$ cat src/rtl/wb_arch_state.sv
// Write-back architectural state: 32xDW GPR file with same-cycle write-to-read
// bypass on both ID read ports, plus the HI/LO pair and the LL/SC link bit.
module wb_arch_state #(
    parameter int unsigned DW = 32,
    parameter int unsigned AW = 5
) (
    input  logic          clk,
    input  logic          rst,
    input  logic [AW-1:0] wb_wd,
    input  logic          wb_wreg,
    input  logic [DW-1:0] wb_wdata,
    input  logic          wb_whilo,
    input  logic [DW-1:0] wb_hi,
    input  logic [DW-1:0] wb_lo,
    input  logic          wb_LLbit_we,
    input  logic          wb_LLbit_value,
    input  logic          flush,
    input  logic          re1,
    input  logic [AW-1:0] raddr1,
    output logic [DW-1:0] rdata1,
    input  logic          re2,
    input  logic [AW-1:0] raddr2,
    output logic [DW-1:0] rdata2,
    output logic [DW-1:0] hi_o,
    output logic [DW-1:0] lo_o,
    output logic          LLbit_o
);

    localparam int unsigned NREG = 1 << AW;

    logic [DW-1:0] gpr [NREG];
    logic [DW-1:0] hi_q;
    logic [DW-1:0] lo_q;
    logic          llbit_q;

    always_ff @(posedge clk) begin
        if (rst) begin
            for (int unsigned i = 0; i < NREG; i++) begin
                gpr[i] <= '0;
            end
        end else if (wb_wreg && (wb_wd != '0)) begin
            gpr[wb_wd] <= wb_wdata;
        end
    end

    always_ff @(posedge clk) begin
        if (rst) begin
            hi_q <= '0;
            lo_q <= '0;
        end else if (wb_whilo) begin
            hi_q <= wb_hi;
            lo_q <= wb_lo;
        end
    end

    // A flush (exception/ERET) breaks any LL/SC sequence, so it beats a pending LLbit write.
    always_ff @(posedge clk) begin
        if (rst) begin
            llbit_q <= 1'b0;
        end else if (flush) begin
            llbit_q <= 1'b0;
        end else if (wb_LLbit_we) begin
            llbit_q <= wb_LLbit_value;
        end
    end

    always_comb begin
        rdata1 = '0;
        if (rst || (raddr1 == '0)) begin
            rdata1 = '0;
        end else if (re1 && wb_wreg && (wb_wd == raddr1)) begin
            rdata1 = wb_wdata;
        end else if (re1) begin
            rdata1 = gpr[raddr1];
        end
    end

    always_comb begin
        rdata2 = '0;
        if (rst || (raddr2 == '0)) begin
            rdata2 = '0;
        end else if (re2 && wb_wreg && (wb_wd == raddr2)) begin
            rdata2 = wb_wdata;
        end else if (re2) begin
            rdata2 = gpr[raddr2];
        end
    end

    assign hi_o    = hi_q;
    assign lo_o    = lo_q;
    assign LLbit_o = llbit_q;

endmodule

$ cat config.mk
export PLATFORM = sky130hd
export DESIGN_NAME = wb_arch_state
export DESIGN_NICKNAME = d
export VERILOG_FILES = /design/src/rtl/wb_arch_state.sv
export SDC_FILE = /design/constraint.sdc
export NUM_CORES = 2
export LEC_CHECK = 0
export ABC_AREA = 1
export BUFFER_PORTS_ARGS = -buffer_cell sky130_fd_sc_hd__buf_2
export CORE_MARGIN = 2
export CORE_UTILIZATION = 40
export CTS_BUF_LIST = sky130_fd_sc_hd__clkbuf_4
export CTS_CLUSTER_DIAMETER = 200
export DETAILED_ROUTE_END_ITERATION = 6
export GPL_ROUTABILITY_DRIVEN = 1
export PLACE_DENSITY = 0.61
export SLEW_MARGIN = 5
export SYNTH_ARGS = -nofsm -noshare
export SYNTH_HDL_FRONTEND = slang
export SYNTH_SLANG_ARGS = --single-unit
$ cat constraint.sdc
create_clock -name clk -period 5.9 [get_ports clk]
set_input_delay 0.885 -clock clk [delete_from_list [all_inputs] [get_ports clk]]
set_output_delay 0.885 -clock clk [all_outputs]
set_load 0.1 [all_outputs]
After elaboration in Yosys (flattened, before gate mapping) --
Memories as Yosys holds them, arrays and structs flattened. Index checks and enable logic that the tools add are counted.
Storage, ports and cells: flip-flop bits (word level) 65, bits in writable memories 1024, input bits 120, output and inout bits 129, word-level logic and storage cells 32, memories kept 1
Memory list:
- gpr | depth 32, width 32, read ports 2, clocked after Yosys merged registers in 0, write ports 32, line 31 | logic [DW-1:0] gpr [NREG];
Cells by class: equal/unequal tests 2, muxes and demuxes 14, reduce and logical (&&, ||, !) cells 12
Operators by type and width (number):
- 2-to-1 mux 32 bit | 7
- OR reduction 32 bit | 1
- == test 5 bit | 2
- zero test 5 bit | 2
- 2-to-1 mux 1 bit | 6
- logical AND 1 bit | 5
- 2-to-1 mux 5 bit | 1
- nonzero test 5 bit | 1
- logical OR 1 bit | 2
- OR reduction 2 bit | 1

Longest topological paths before layout --
depth in word-level cells 7, mapped depth 13, depth with buffers taken out 9

Worst setup path after synthesis --
No wires, ideal clock.
path kind input to output, start point input port raddr2[0], end point output port rdata2[30], arrival 3568 ps, required time 5015 ps, path slack 1447 ps, cell stages on the path 12, path buffers 3, cell sequence buf_2 inv_1 clkbuf_1 clkbuf_1 nand2_1 nand3_1 nand2_1 a21oi_1 nand2_1 nand3_1 nand3_1 a21oi_1
Between the ends: cells in the longest elaborated chain, start to end 4, elaborated cells between the ends (all ways) 8, those cells by class eq/ne (1); mux (3); reduce/logical (3); memory (1)
RTL lines:
- start: declaration | line 22 | input logic [AW-1:0] raddr2,
- memory (32 x 32 bit) or == test 5 bit (tied branches)
- 2-to-1 mux 32 bit or logical AND 1 bit (tied branches) | line 84, 82
- 2-to-1 mux 32 bit | line 82 | end else if (re2 && wb_wreg && (wb_wd == raddr2)) begin
- 2-to-1 mux 32 bit * | line 80 | if (rst || (raddr2 == '0)) begin
- end: declaration | line 23 | output logic [DW-1:0] rdata2,
Every way passes the cells marked *; elsewhere a longest branch is shown, timed or not.

Worst setup path in the final report --
start point input port raddr2[0], end point output port rdata2[31]
The elaborated chain is that of the path after synthesis.

==> flow_metrics.env <==
export IMPL_status="finished, final reports clean"
export IMPL_grt_start_max_net_pins=201
export IMPL_setup_viol=0
export IMPL_nets=8332
export IMPL_antenna_found_initial=13
export IMPL_required_ns=5.02
export IMPL_pin_count=249
export IMPL_portBuffers=248
export IMPL_cap_violations=0
export IMPL_critical_path_max_stage_delay_ns=0.60
export IMPL_syn_area_um2=61600
export IMPL_slew_headroom_pct=11.6
export IMPL_drt_initial_drc_count=8716
export IMPL_timing_critical_path_mode_cell="nand3_1"
export IMPL_grt_overflow=0
export IMPL_async_flop_share_pct=0
export IMPL_finalSetupTns_ns=0
export IMPL_switching_share_pct=30.7
export IMPL_wire_per_inst_um=24.0
export IMPL_ys_seq_area_share_pct=52.0
export IMPL_yosysWarnings=0
export IMPL_cts_tree="built"
export IMPL_cp_start_kind="input pin"
export IMPL_hold_viol=0
export IMPL_clock_latency_ns=1.28
export IMPL_final_cell_mix="nand2_1, nand3_1, nor2_1"
export IMPL_ys_types=22
export IMPL_grt_pass1_vias=56543
export IMPL_power_share_sequential_pct=46.9
export IMPL_drc=0
export IMPL_cts_max_level=5
export IMPL_area_growth_pct=13.6
export IMPL_design_core_area_um2=152000
export IMPL_finalClockSkew_ns=0
export IMPL_dp_hpwl_um=137000
export IMPL_multi_input_area_um2=24600
export IMPL_grt_pass1_wl_um=364000
export IMPL_area_sequential_um2=32100
export IMPL_p_leak_nw=31.1
export IMPL_rsz0062_at_grt="false"
export IMPL_clockPowerShare_pct=36.4
export IMPL_via_count=60007
export IMPL_period_needed_ns=4.71
export IMPL_worst_hold_path_type="in -> reg"
export IMPL_cts_sinks=1089
export IMPL_peakVddDrop_mv=0.183
export IMPL_wl_um=251000
export IMPL_power_frac_comb_pct=16.8
export IMPL_routabilityCongestion=0.878
export IMPL_route_antenna_remaining_nets=0
export IMPL_cts_max_path_buffers=4
export IMPL_cp_max_fo=113
export IMPL_slowest_stage="inv_8"
export IMPL_p_per_area_nw_per_um2=277
export IMPL_numCtsBuffers=315
export IMPL_grt_use_total_pct=31.1
export IMPL_slew_violations=0
export IMPL_start_util_pct=40.4
export IMPL_end_kind="output port"
export IMPL_tightest_slew_ns=1.32
export IMPL_holdWs_ns=0.251
export IMPL_intPower_w=0.0134
export IMPL_critPathArrivalTime_ns=3.82
export IMPL_crit_chain="buf_8, inv_8, buf_12, nand2_1, nand3_1, nand3_1, nand2_1, nand2_1, nand3_1, nand3_1, a21oi_1, buf_12"
export IMPL_drive_above_1_share_pct=13.6
export IMPL_p_switching_w=0.00596
export IMPL_fin_crit_sh_pct=79.8
export IMPL_fillers=14885
export IMPL_viasPerCell=5.74
export IMPL_ys_ff_latch=1089
export IMPL_cts_root_buf="clkbuf_4"
export IMPL_clock_fmax_mhz=212
export IMPL_clk_pin_slew_ns=0.06
export IMPL_synth_cells=8071
export IMPL_ys_flop_type="edfxtp_1"
export IMPL_final_common_cell="nand2_1"
export IMPL_timing_worst_setup_path_type="in -> out"
export IMPL_die_h_um=396
export IMPL_die_w_um=396
export IMPL_dr_pass1_iters=7
export IMPL_rows=143
export IMPL_die_area_um2=157000
export IMPL_syn_mean_instance_area_um2=7.63
export IMPL_synth_edff_count=1024
-- flip-flops by register name, indices dropped and copies added (netlist names) --
register / cells
LLbit_o: 1
hi_o: 32
gpr: 1024
lo_o: 32
-- power by group through the flow --
stage / Sequential [W] / Clock, W / Combinational [W]
6_report: 0.00909 / 0.00705 / 0.00325
4_1_cts: 0.00909 / 0.00709 / 0.00316
3_3_place_gp: 0.00923 / 0 / 0.00309
3_5_place_dp: 0.00925 / 0 / 0.00312
2_1_floorplan: 0.00941 / 0 / 0.00180
5_1_grt: 0.00914 / 0.00748 / 0.00344
-- layer usage --
layer	vias up	share of wire, %	GRT usage (%)
met3	905	15	9.46
met4	12	5.2	16.4
met5	-	0.046	0.216
met2	4606	44	47.1
met1	27949	36	39.9
li1	26535	-	-
-- critical path: cells and delay by family --
| kind | cells | cell delay (ns) |
|---|---|---|
| buffers and inverters | 4 | 1.54 |
| AOI/OAI and AO/OA | 1 | 0.52 |
| and+or+nand+nor | 7 | 0.69 |
-- through the flow --
step | worst slack [ns] | power (W) | utilization (%) | std cells | cell area [um2]
2_1_floorplan | 1.45 | 0.0112 | - | 8102 | 61700
3_3_place_gp | 1.25 | 0.0123 | 42.9 | 9859 | 65500
3_5_place_dp | 1.25 | 0.0124 | 42.9 | 9859 | 65500
4_1_cts | 1.24 | 0.0193 | 45.9 | 10441 | 69900
5_1_grt | 1.11 | 0.0201 | 45.9 | 10450 | 69900
6_report | 1.19 | 0.0194 | 45.9 | 10456 | 69900
-- Yosys cell counts, drive strengths merged (36+ instances only) --
master | number | area share [%]
or2 | 192 | 2.0
nand3 | 1718 | 14
edfxtp | 1024 | 50
buf | 199 | 1.5
o21ai | 105 | 0.85
o211ai | 36 | 0.44
dfxtp | 65 | 2.1
inv | 667 | 4.1
nand2 | 2322 | 14
nor2 | 1135 | 6.9
a21oi | 77 | 0.63
clkbuf | 478 | 2.9
-- what timing repair did --
action,CTS,global route
setup buffers,0,0
gates resized for setup,0,0
hold buffers,66,0
endpoints found under the hold margin,65,0
endpoints found under the setup margin,0,0
-- final cells by class --
cell class                      count  area share, %
Sequential cell                  1089           45.8
Multi-Input combinational cell   5668           35.2
Inverter                          668           3.65
Tap cell                         2030           3.63
Timing Repair Buffer              470           6.24
Clock buffer                      461           4.95
Clock inverter                     55          0.458
Antenna cell                       15         0.0537
-- cells by family (layout without fill, tap and decap cells) --
logic type | after synthesis | after routing | synth area share [%]
compound gates | 254 | 254 | 2.35
flops | 1089 | 1089 | 52.0
mux | 1 | 1 | 0.0163
other cells | 1 | 47 | 0.00609
simple gates | 5381 | 5381 | 37.1
buf+inv | 1345 | 1654 | 8.46
-- final timing paths --
check / from / endpoint / slack, ns / cells past startpoint
max: raddr2[0] / rdata2[31] / 1.19 / 12
min: wb_wdata[5] / gpr[17][5] / 0.25 / 4
max reg2reg: LLbit_o / LLbit_o / 4.63 / 3
min reg2reg: hi_o[6] / hi_o[6] / 0.49 / 2
(Power assumes the default switching activity.)
